--- config.mk ---
export PLATFORM = sky130hd
export DESIGN_NAME = fib_rec_bist_ctrl
export DESIGN_NICKNAME = d
export VERILOG_FILES = /design/src/rtl/fib_rec_bist_ctrl.sv
export SDC_FILE = /design/constraint.sdc
export NUM_CORES = 1
export LEC_CHECK = 0
export BUFFER_PORTS_ARGS = -buffer_cell sky130_fd_sc_hd__buf_2
export CORE_AREA = 2 2 57 85
export CTS_CLUSTER_DIAMETER = 40
export DETAILED_ROUTE_END_ITERATION = 10
export DIE_AREA = 0 0 59 87
export PLACE_DENSITY = 0.8
export SLEW_MARGIN = 25
export SYNTH_ARGS = -nofsm -noshare
export SYNTH_HDL_FRONTEND = slang
export SYNTH_SLANG_ARGS = --single-unit
export TNS_END_PERCENT = 30
--- constraint.sdc ---
create_clock -name i_clk -period 2.59 [get_ports i_clk]
set_clock_uncertainty 0.05 [all_clocks]
set_input_delay 0.1295 -clock i_clk [delete_from_list [all_inputs] [get_ports i_clk]]
set_output_delay 0.1295 -clock i_clk [all_outputs]
set_load 0.05 [all_outputs]
--- src/rtl/fib_rec_bist_ctrl.sv ---
// BIST sequencer for the fib_rec recognizer: drives codes 0..N_VECTORS-1, waits a settle time,
// samples f and checks it against a built-in golden table, reporting errors and a response mask.
module fib_rec_bist_ctrl #(
   parameter int unsigned N_VECTORS     = 16,
   parameter int unsigned SETTLE_CYCLES = 1,
   parameter int unsigned ERR_W         = 5
) (
   input  logic             i_clk,
   input  logic             i_reset,
   input  logic             i_start,
   input  logic             i_abort,
   output logic [3:0]       o_bcd_out,
   input  logic             i_f_in,
   output logic             o_busy,
   output logic             o_done,
   output logic             o_pass,
   output logic [ERR_W-1:0] o_err_count,
   output logic             o_fail_valid,
   output logic [3:0]       o_first_fail_code,
   output logic [15:0]      o_hit_mask
);

   localparam int unsigned CNT_W = (SETTLE_CYCLES > 1) ? $clog2(SETTLE_CYCLES) : 1;
   localparam int unsigned SETTLE_LOAD_INT = (SETTLE_CYCLES > 0) ? (SETTLE_CYCLES - 1) : 0;
   localparam logic [CNT_W-1:0] SETTLE_LOAD = CNT_W'(SETTLE_LOAD_INT);
   localparam logic [3:0] LAST_IDX = 4'(N_VECTORS - 1);
   // f=1 for codes 0,1,2,3,5,8; non-BCD codes are never Fibonacci
   localparam logic [15:0] GOLDEN = 16'h012F;

   typedef enum logic [2:0] {
      StIdle,
      StDrive,
      StWait,
      StSample,
      StDone
   } state_t;

   state_t           r_state;
   logic [3:0]       r_idx;
   logic [CNT_W-1:0] r_settle;
   logic [3:0]       r_bcd_out;
   logic             r_busy;
   logic             r_done;
   logic             r_pass;
   logic [ERR_W-1:0] r_err_count;
   logic             r_fail_valid;
   logic [3:0]       r_first_fail_code;
   logic [15:0]      r_hit_mask;

   logic             w_golden;
   logic             w_mismatch;
   logic             w_err_sat;
   logic [ERR_W-1:0] w_err_next;

   always_comb begin
      w_golden   = GOLDEN[r_idx];
      w_mismatch = (i_f_in != w_golden);
      w_err_sat  = &r_err_count;
      w_err_next = r_err_count;
      if (w_mismatch && !w_err_sat) begin
         w_err_next = r_err_count + ERR_W'(1);
      end
   end

   always_ff @(posedge i_clk or negedge i_reset) begin
      if (!i_reset) begin
         r_state           <= StIdle;
         r_idx             <= '0;
         r_settle          <= '0;
         r_bcd_out         <= '0;
         r_busy            <= 1'b0;
         r_done            <= 1'b0;
         r_pass            <= 1'b0;
         r_err_count       <= '0;
         r_fail_valid      <= 1'b0;
         r_first_fail_code <= '0;
         r_hit_mask        <= '0;
      end else if (i_abort && (r_state != StIdle)) begin
         // results are left intact so a host can inspect a partial run
         r_state   <= StIdle;
         r_bcd_out <= '0;
         r_busy    <= 1'b0;
         r_done    <= 1'b0;
         r_pass    <= 1'b0;
      end else begin
         unique case (r_state)
            StIdle, StDone: begin
               if (i_start && !i_abort) begin
                  r_state           <= StDrive;
                  r_idx             <= '0;
                  r_busy            <= 1'b1;
                  r_done            <= 1'b0;
                  r_pass            <= 1'b0;
                  r_err_count       <= '0;
                  r_fail_valid      <= 1'b0;
                  r_first_fail_code <= '0;
                  r_hit_mask        <= '0;
               end
            end
            StDrive: begin
               r_bcd_out <= r_idx;
               r_settle  <= SETTLE_LOAD;
               r_state   <= (SETTLE_CYCLES > 0) ? StWait : StSample;
            end
            StWait: begin
               if (r_settle == '0) begin
                  r_state <= StSample;
               end else begin
                  r_settle <= r_settle - CNT_W'(1);
               end
            end
            StSample: begin
               r_hit_mask[r_idx] <= i_f_in;
               r_err_count       <= w_err_next;
               if (w_mismatch && !r_fail_valid) begin
                  r_fail_valid      <= 1'b1;
                  r_first_fail_code <= r_idx;
               end
               if (r_idx == LAST_IDX) begin
                  r_state <= StDone;
                  r_busy  <= 1'b0;
                  r_done  <= 1'b1;
                  r_pass  <= (w_err_next == '0);
               end else begin
                  r_idx   <= r_idx + 4'd1;
                  r_state <= StDrive;
               end
            end
            default: begin
               r_state <= StIdle;
               r_busy  <= 1'b0;
               r_done  <= 1'b0;
            end
         endcase
      end
   end

   assign o_bcd_out         = r_bcd_out;
   assign o_busy            = r_busy;
   assign o_done            = r_done;
   assign o_pass            = r_pass;
   assign o_err_count       = r_err_count;
   assign o_fail_valid      = r_fail_valid;
   assign o_first_fail_code = r_first_fail_code;
   assign o_hit_mask        = r_hit_mask;

endmodule

==> reports/metrics.cfg, run 1 <==
[hold_path]
hp-class = in -> reg
holdCritStartpoint = i_abort

[timing]
fin_crit_ns = 2.49
slew_headroom = 0.432
fmax_mhz = 402
hold_viol = 0
final-setup-viol-count = 0
finalCritPeriodShare = 0.960
rsz0062_at_grt = false
drv_slew = 0
tns_ns = 0
tightest_slew_ns = 0.852

[routing]
vias = 1817
ant_nets = 0
wl_per_cell_um = 15.0
top_layer_used = met4
drt_wl_total_um = 4700
wl_met3_um = 195
firstDrtPassIters = 7
drt_iter0_drc = 65
wl_met1_um = 1930
drc = 0
dr_wl_met2_um = 2460
vias_per_cell = 5.81

[global_routing]
grt_pass1_wl_um = 7690
grt_start_max_net_pins = 41
antenna_found_initial = 0
overflow = 0
first_global_vias = 1707
grt_usage = 0.196

[floorplan]
die_w_um = 59
start_util = 0.481
coreArea_um2 = 4430
die_area_um2 = 5130
ios = 38
die_y_um = 87
fp-row-count = 30

[layout]
multi_input_area_um2 = 1060
finalNonFillerCells = 313
area_delta_synth_final_pct = 17.0
final_layout_size_suffix_gt1_frac = 0.242
final_common_cell = dfrtp_1
layout_common_cells = dfrtp_1, buf_2, o21ai_0
fill_cells = 404
postLayoutCoreUtil = 0.563
diodes = 0
nNetsFinal = 275
regArea_um2 = 1000
finalInstanceArea_um2 = 2490

[synth]
postSynthCellCount = 228
syn-num-nets = 239
yosysTopAreaCell = dfrtp_1
syn_avg_cell_area_um2 = 9.35
yosys_register_bits = 40
ys_types = 42
synth_top_cells_by_area = dfrtp_1, o21ai_0, a21oi_1
synthesis.area_um2 = 2130
synth_top_area_frac = 0.469
yosysSeqAreaShare = 0.469
yosysWarnings = 0

[place]
dp.cells = 304
post-dp-hpwl_um = 3490
port_buffers = 37
place.gp.congestion = 0.856
place_area_um2 = 2360

[clocking]
clock_path_buffers = 2
cts_tree = yes
cts_resized = 0
cts_num_sinks = 40
clock_latency_ns = 0.29
htree_levels = 2
ctsHoldBuffers = 1
numCtsBuffers = 5
post-cts-setup-buffers = 0
clock-root-buffer = clkbuf_8
clk_pin_slew_ns = 0.07

[setup_path]
cp-startpoint = r_idx[0]
endpoint_kind = register
arrival_ns = 2.63
rr_startpoint = r_idx[0]
critPathRequiredTime_ns = 2.73
worst_setup_path_start_kind = register
cp_max_fo = 8
critPathKind = reg -> reg

[pwr]
power_frac_comb = 0.166
p_per_area_nw_per_um2 = 586
intPower_w = 0.00106
leakage_nw = 1.26
sw_frac_of_total = 0.278
power_w = 0.00146
p_switching_w = 0.000406
p_clk_frac = 0.374
p_seq_frac = 0.460
ir_drop_uv = 317

[run]
maxCapViolCount = 0

[run_status]
status = completed

[per-layer routing]
metal / track usage / vias to the layer above
met2: 0.337 / 56
met5: 0 / -
met1: 0.228 / 868
met4: 0.0971 / 0
met3: 0.0371 / 10
li1: - / 883
[sequential cells by signal, summed over array words and instances, names as in the netlist]
register	flops
o_bcd_out	4
o_fail_valid	1
r_state	3
o_err_count	5
o_hit_mask	16
o_pass	1
r_idx	4
o_done	1
o_first_fail_code	4
o_busy	1
[final timing paths]
check | cells past startpoint | endpoint | slack, ns
setup / recovery | 7 | o_pass | 0.10
hold / removal | 2 | r_state[1] | 0.14
setup reg to reg | 7 | o_pass | 0.10
hold reg to reg | 1 | o_first_fail_code[2] | 0.44
max in group asynchronous | 2 | o_first_fail_code[2] | 1.52
min in group asynchronous | 2 | o_hit_mask[4] | 0.44
[per-stage QoR]
stage	worst slack, ns	hold slack, ns
after floorplan	0.288	-0.216
after global placement	0.235	0.241
after detailed placement	0.147	0.245
after CTS	0.123	0.132
after global routing	0.0181	0.171
final	0.103	0.142
[power by group through the flow]
stage                     Combinational (W)  Sequential (W)  Clock (W)
after floorplan                    0.000141        0.000719          0
after global placement             0.000236        0.000684          0
after detailed placement           0.000239        0.000684          0
after CTS                          0.000243        0.000672   0.000556
after global routing               0.000268        0.000677   0.000587
final                              0.000243        0.000673   0.000547
[cells in the mapped netlist (all sizes together)]
| cell | instances |
|---|---|
| a21boi | 2 |
| nor4 | 1 |
| nor3 | 7 |
| dfrtp | 40 |
| o21a | 3 |
| o41ai | 1 |
| a211oi | 1 |
| and2 | 4 |
| or2 | 1 |
| nand4 | 3 |
| mux2 | 3 |
| a21bo | 3 |
| a22o | 6 |
| nor4b | 1 |
| a22oi | 4 |
| nand2 | 21 |
| a32o | 1 |
| nor2 | 15 |
| inv | 5 |
| nand3b | 1 |
| a21oi | 16 |
| and3 | 3 |
| o21ai | 36 |
| nor2b | 4 |
| clkbuf | 10 |
| o31ai | 3 |
| ha | 6 |
| xor2 | 4 |
| mux2i | 2 |
| nand2b | 3 |
| nor3b | 1 |
| buf | 4 |
| xnor2 | 2 |
| and3b | 1 |
| nand3 | 10 |
[final cells by class]
cell class	instances	area share
Multi-Input combinational cell	169	0.423
Tap cell	48	0.0241
Inverter	5	0.00752
Sequential cell	40	0.401
Clock buffer	7	0.0386
Clock inverter	1	0.0120
Timing Repair Buffer	43	0.0933
[kinds of logic after synthesis]
logic type	synth area share
AO/OA/AOI/OAI	0.227
XOR/XNOR	0.0246
adder cells (fa/ha/maj)	0.0352
buffers and inverters	0.0352
flip-flops	0.469
multiplexers	0.0252
AND/OR/NAND/NOR	0.183
[worst max-delay path, stage by stage (launching register included)]
cell,delay (ns)
dfrtp_1,0.49
inv_1,0.10
ha_1,0.26
nor2b_2,0.21
a22o_2,0.34
nor3_2,0.29
mux2_1,0.37
o41ai_2,0.27
(Power assumes the default switching activity.)
==> inputs of run 2 (changes only) <==
- clock period: 2.59 -> 3.1 ns (I/O delays scaled with it)
==> run 2 against run 1 <==
Compared with the run above:
- critical path depth unchanged
- die area unchanged
- fmax about the same
- core utilization decreased by 1.3 points
==> reports/metrics.cfg, run 2 (synthesis gave the netlist of run 1 again) <==
[layout]
layout_common_cells = dfrtp_1, buf_2, o21ai_0
finalInstanceArea_um2 = 2440  ; -2.3%
postLayoutCoreUtil = 0.551  ; -0.0127
diodes = 0  ; unchanged
area_delta_synth_final_pct = 14.4
largest_reg_flops = 16  ; unchanged
final_common_cell = dfrtp_1
nNetsFinal = 272  ; -1.1%
fill_cells = 411  ; +1.7%
final_layout_size_suffix_gt1_frac = 0.233  ; -0.00869

[clocking]
numCtsBuffers = 5  ; unchanged
clk_pin_slew_ns = 0.07  ; about the same
clock-root-buffer = clkbuf_8
clock_path_buffers = 2  ; unchanged
htree_levels = 2  ; unchanged
cts_num_sinks = 40  ; unchanged
cts_tree = yes
clock_latency_ns = 0.29  ; about the same

[setup_path]
worst_setup_path_start_kind = register
cp_max_fo = 8  ; unchanged
critPathRequiredTime_ns = 3.25  ; +0.52 ns
endpoint_kind = register
arrival_ns = 2.63  ; about the same
critPathKind = reg -> reg

[pwr]
p_switching_w = 0.000342  ; -16%
p_clk_frac = 0.315  ; -0.059
leakage_nw = 1.23  ; -2.3%
ir_drop_uv = 275  ; -13%
p_seq_frac = 0.505  ; +0.045
sw_frac_of_total = 0.306  ; +0.0287
power_frac_comb = 0.180  ; +0.014
intPower_w = 0.000775  ; -27%
p_per_area_nw_per_um2 = 458  ; -22%

[timing]
tns_ns = 0  ; unchanged
rsz0062_at_grt = false
finalCritPeriodShare = 0.803  ; -0.157
slew_headroom = 0.427  ; -0.00526
fin_crit_ns = 2.49  ; +0.00163 ns
drv_slew = 0  ; unchanged
final.setup.worst_slack_ns = 0.612  ; +0.508 ns
tightest_slew_ns = 0.860  ; +0.00788 ns
hold_ws_ns = 0.162  ; +0.0196 ns
fmax_mhz = 402  ; about the same
hold_viol = 0  ; unchanged
final-setup-viol-count = 0  ; unchanged

[run]
maxCapViolCount = 0  ; unchanged

[floorplan]
coreArea_um2 = 4430  ; unchanged
fp-row-count = 30  ; unchanged
ios = 38  ; unchanged
die_w_um = 59  ; unchanged
start_util = 0.481  ; unchanged
die_area_um2 = 5130  ; unchanged
die_y_um = 87  ; unchanged

[place]
port_buffers = 37  ; unchanged
place_area_um2 = 2340  ; -0.95%
place.gp.congestion = 0.840  ; -2.0%
post-dp-hpwl_um = 3570  ; +2.0%
place_ws_ns = 0.656  ; +0.509 ns

[routing]
ant_nets = 0  ; unchanged
drt_wl_total_um = 4910  ; +4.5%
vias = 1821  ; +0.22%
drc = 0  ; unchanged
firstDrtPassIters = 5  ; -2
drt_iter0_drc = 82  ; +26%
vias_per_cell = 5.87  ; +1.2%
wl_per_cell_um = 15.8  ; +5.5%

[run_status]
status = completed

[global_routing]
first_global_vias = 1741  ; +2.0%
grt_usage = 0.203  ; +0.00664
overflow = 0  ; unchanged
grt_pass1_wl_um = 7970  ; +3.7%
grt_start_max_net_pins = 41  ; unchanged
antenna_found_initial = 0  ; unchanged

[hold_path]
hp-class = in -> reg

## run 2: worst paths after layout
path                                from       endpoint  slack, ns  cells past startpoint
max                             r_idx[0]         o_pass       0.61                      7
min                              i_abort   o_bcd_out[2]       0.16                      2
max reg2reg                     r_idx[0]         o_pass       0.61                      7
min reg2reg                o_hit_mask[6]  o_hit_mask[6]       0.44                      2
max in group asynchronous        i_reset         o_busy       2.00                      2
min in group asynchronous        i_reset   o_bcd_out[1]       0.46                      2
## run 2: cell type report
cell class | instances | area, um^2 | share of cell area
multi-input combinational | 169 | 1060 | 0.433
sequential | 40 | 1000 | 0.410
timing repair buffer | 40 | 210 | 0.0862
clock buffer | 6 | 82.6 | 0.0339
tap | 48 | 60.1 | 0.0246
inverter | 5 | 18.8 | 0.00770
clock inverter | 2 | 10.0 | 0.00410
## run 2: what timing repair did
action | 4_1_cts | 5_1_grt
hold buffers | 1 | 0
resized for setup | 0 | 0
endpoints found under the hold margin | 40 | 0
setup buffers | 0 | 0
## run 2: worst max-delay path, cell delays in order (launching register included)
cell and delay, ns:
dfrtp_1 0.49, inv_1 0.11, ha_1 0.26, nor2b_2 0.21
a22o_2 0.35, nor3_2 0.29, mux2_1 0.37, o41ai_2 0.27
## run 2: per-layer routing
layer	global-route usage	part of all wire
met4	0.0930	0.021
met1	0.242	0.42
met2	0.333	0.51
met3	0.0565	0.049
met5	0	0
## run 2: power groups by stage
stage                     Clock [W]  Combinational, W  Sequential [W]
final                      0.000352          0.000201        0.000564
after global routing       0.000387          0.000220        0.000567
after CTS                  0.000358          0.000202        0.000563
after detailed placement          0          0.000199        0.000573
after global placement            0          0.000195        0.000572
after floorplan                   0          0.000118        0.000601
## run 2: through the flow
stage               total power [W]  cells
floorplan                  0.000719    228
global placement           0.000767    301
detailed placement         0.000772    301
CTS                         0.00112    310
global route                0.00117    310
finish                      0.00112    310
==> inputs of run 3 (changes only) <==
- clock period: 3.1 -> 2.3 ns (I/O delays scaled with it)
==> run 3 against run 2 <==
Compared with the run above:
- fmax grew 13%
- first-iteration DRC count up 13%
- cell area grew 3.9%
- sequential cell count unchanged
- hold slack lost 0.027 ns
- register-to-register slack lost 0.52 ns
- global-route usage increased by 1.1 points
- die area unchanged
- sequential power increased by 34%
- power grew 40%
- cell count rose by 3.2%
- clock power increased by 39%
- critical path type unchanged
- critical endpoint unchanged
- largest cell class unchanged
==> reports/metrics.cfg, run 3 (synthesis gave the netlist of run 1 again) <==
[layout]
largest_reg_flops = 16  ; unchanged
layout_common_cells = dfrtp_1, buf_2, o21ai_0
regArea_um2 = 1000  ; +0.12%
multi_input_area_um2 = 1070  ; +1.8%
finalNonFillerCells = 320  ; +3.2%
nNetsFinal = 282  ; +3.7%
area_delta_synth_final_pct = 18.8
final_common_cell = dfrtp_1
postLayoutCoreUtil = 0.572  ; +0.0215
fill_cells = 400  ; -2.7%
final_layout_size_suffix_gt1_frac = 0.268  ; +0.0356
diodes = 0  ; unchanged

[timing]
finalCritPeriodShare = 0.961  ; +0.158
drv_slew = 0  ; unchanged
hold_viol = 0  ; unchanged
fmax_mhz = 452  ; +13%
final-setup-viol-count = 0  ; unchanged
rsz0062_at_grt = true
fin_crit_ns = 2.21  ; -0.278 ns
tightest_slew_ns = 0.895  ; +0.0345 ns
slew_headroom = 0.404  ; -0.0230

[floorplan]
die_w_um = 59  ; unchanged
fp-row-count = 30  ; unchanged
start_util = 0.481  ; unchanged
die_area_um2 = 5130  ; unchanged
ios = 38  ; unchanged
die_y_um = 87  ; unchanged
coreArea_um2 = 4430  ; unchanged

[place]
dp.cells = 309  ; +2.7%
place.gp.congestion = 0.879  ; +4.7%
port_buffers = 37  ; unchanged
post-dp-hpwl_um = 3730  ; +4.7%

[setup_path]
cp_cell_sequence = inv_1 > ha_1 > nor2b_2 > a22o_2 > nor3_4 > mux2_1 > o41ai_2
arrival_ns = 2.36  ; -0.27 ns
critPathKind = reg -> reg
crit_buf_inv = 1  ; unchanged
cp_max_fo = 5  ; -3
endpoint_kind = register
worst_setup_path_start_kind = register
cp.depth = 7  ; unchanged
critPathRequiredTime_ns = 2.45  ; -0.80 ns
cpMaxStageDelayCell = dfrtp_1
critPathTopFamily = compound AO/OA/AOI/OAI gates
reg2reg_depth = 7  ; unchanged
critPathMaxStageDelay_ns = 0.40  ; -0.09 ns

[global_routing]
grt_util_met2 = 0.372  ; +0.0384
grt-busiest-layer = met2
overflow = 0  ; unchanged
grt_usage = 0.214  ; +0.0115
use_met1 = 0.235  ; -0.00710
grt_start_max_net_pins = 41  ; unchanged
first_global_vias = 1848  ; +6.1%
antenna_found_initial = 0  ; unchanged
grt_pass1_wl_um = 8300  ; +4.2%
met3_usage = 0.0371  ; -0.0193

[run]
maxCapViolCount = 0  ; unchanged

[hold_path]
hp-class = in -> reg
hold_depth = 2  ; unchanged

[clocking]
htree_levels = 2  ; unchanged
clock_latency_ns = 0.30  ; about the same
clock_path_buffers = 2  ; unchanged
clk_pin_slew_ns = 0.08  ; about the same
clock-root-buffer = clkbuf_8
numCtsBuffers = 5  ; unchanged
cts_tree = yes
cts_num_sinks = 40  ; unchanged

[pwr]
ir_drop_uv = 338  ; +23%
leakage_nw = 1.28  ; +4.2%
p_per_area_nw_per_um2 = 617  ; +35%

[routing]
drt_wl_total_um = 5150  ; +4.9%
drt_iter0_drc = 93  ; +13%
vias = 1879  ; +3.2%
vias_per_cell = 5.87  ; about the same
firstDrtPassIters = 4  ; -1
drc = 0  ; unchanged
ant_nets = 0  ; unchanged
wl_per_cell_um = 16.1  ; +1.6%

[run_status]
status = completed

[run 3: stage by stage]
stage	setup WS (ns)	TNS [ns]	cell area (um^2)	hold slack [ns]	power [W]
after floorplan	0.0310	0	2130	-0.231	0.000969
after global placement	0.228	0	2400	0.230	0.00106
after detailed placement	0.123	0	2400	0.240	0.00107
after CTS	0.0887	0	2500	0.123	0.00156
after global routing	-0.0440	-0.0440	2530	0.163	0.00163
final	0.0892	0	2530	0.135	0.00156
[run 3: what timing repair did]
item | 4_1_cts | 5_1_grt
endpoints found under the setup margin | 0 | 3
resized for setup | 0 | 3
endpoints found under the hold margin | 40 | 0
hold buffers | 1 | 0
buffers inserted | 0 | 2
[run 3: where the power goes]
part           internal (W)  switching [W]  total (W)
combinational      0.000106       0.000212   0.000318
sequential         0.000726      0.0000288   0.000755
clock              0.000239       0.000250   0.000490
[run 3: final timing paths]
check | from | end | slack [ns]
min reg2reg | o_hit_mask[4] | o_hit_mask[4] | 0.44
min in group asynchronous | i_reset | o_hit_mask[3] | 0.43
max | r_idx[0] | o_pass | 0.09
max reg2reg | r_idx[0] | o_pass | 0.09
max in group asynchronous | i_reset | o_err_count[0] | 1.15
min | i_abort | r_state[1] | 0.13
[run 3: layout make-up]
| cell class | instances | area share |
|---|---|---|
| tap | 48 | 0.0237 |
| timing repair buffer | 50 | 0.113 |
| inverter | 5 | 0.00741 |
| multi-input combinational | 169 | 0.424 |
| clock inverter | 2 | 0.00395 |
| sequential | 40 | 0.396 |
| clock buffer | 6 | 0.0326 |
[run 3: metal layers]
metal,part of all wire,vias to the layer above
li1,-,897
met1,0.40,891
met2,0.51,70
met3,0.043,21
met4,0.041,0
met5,0,-
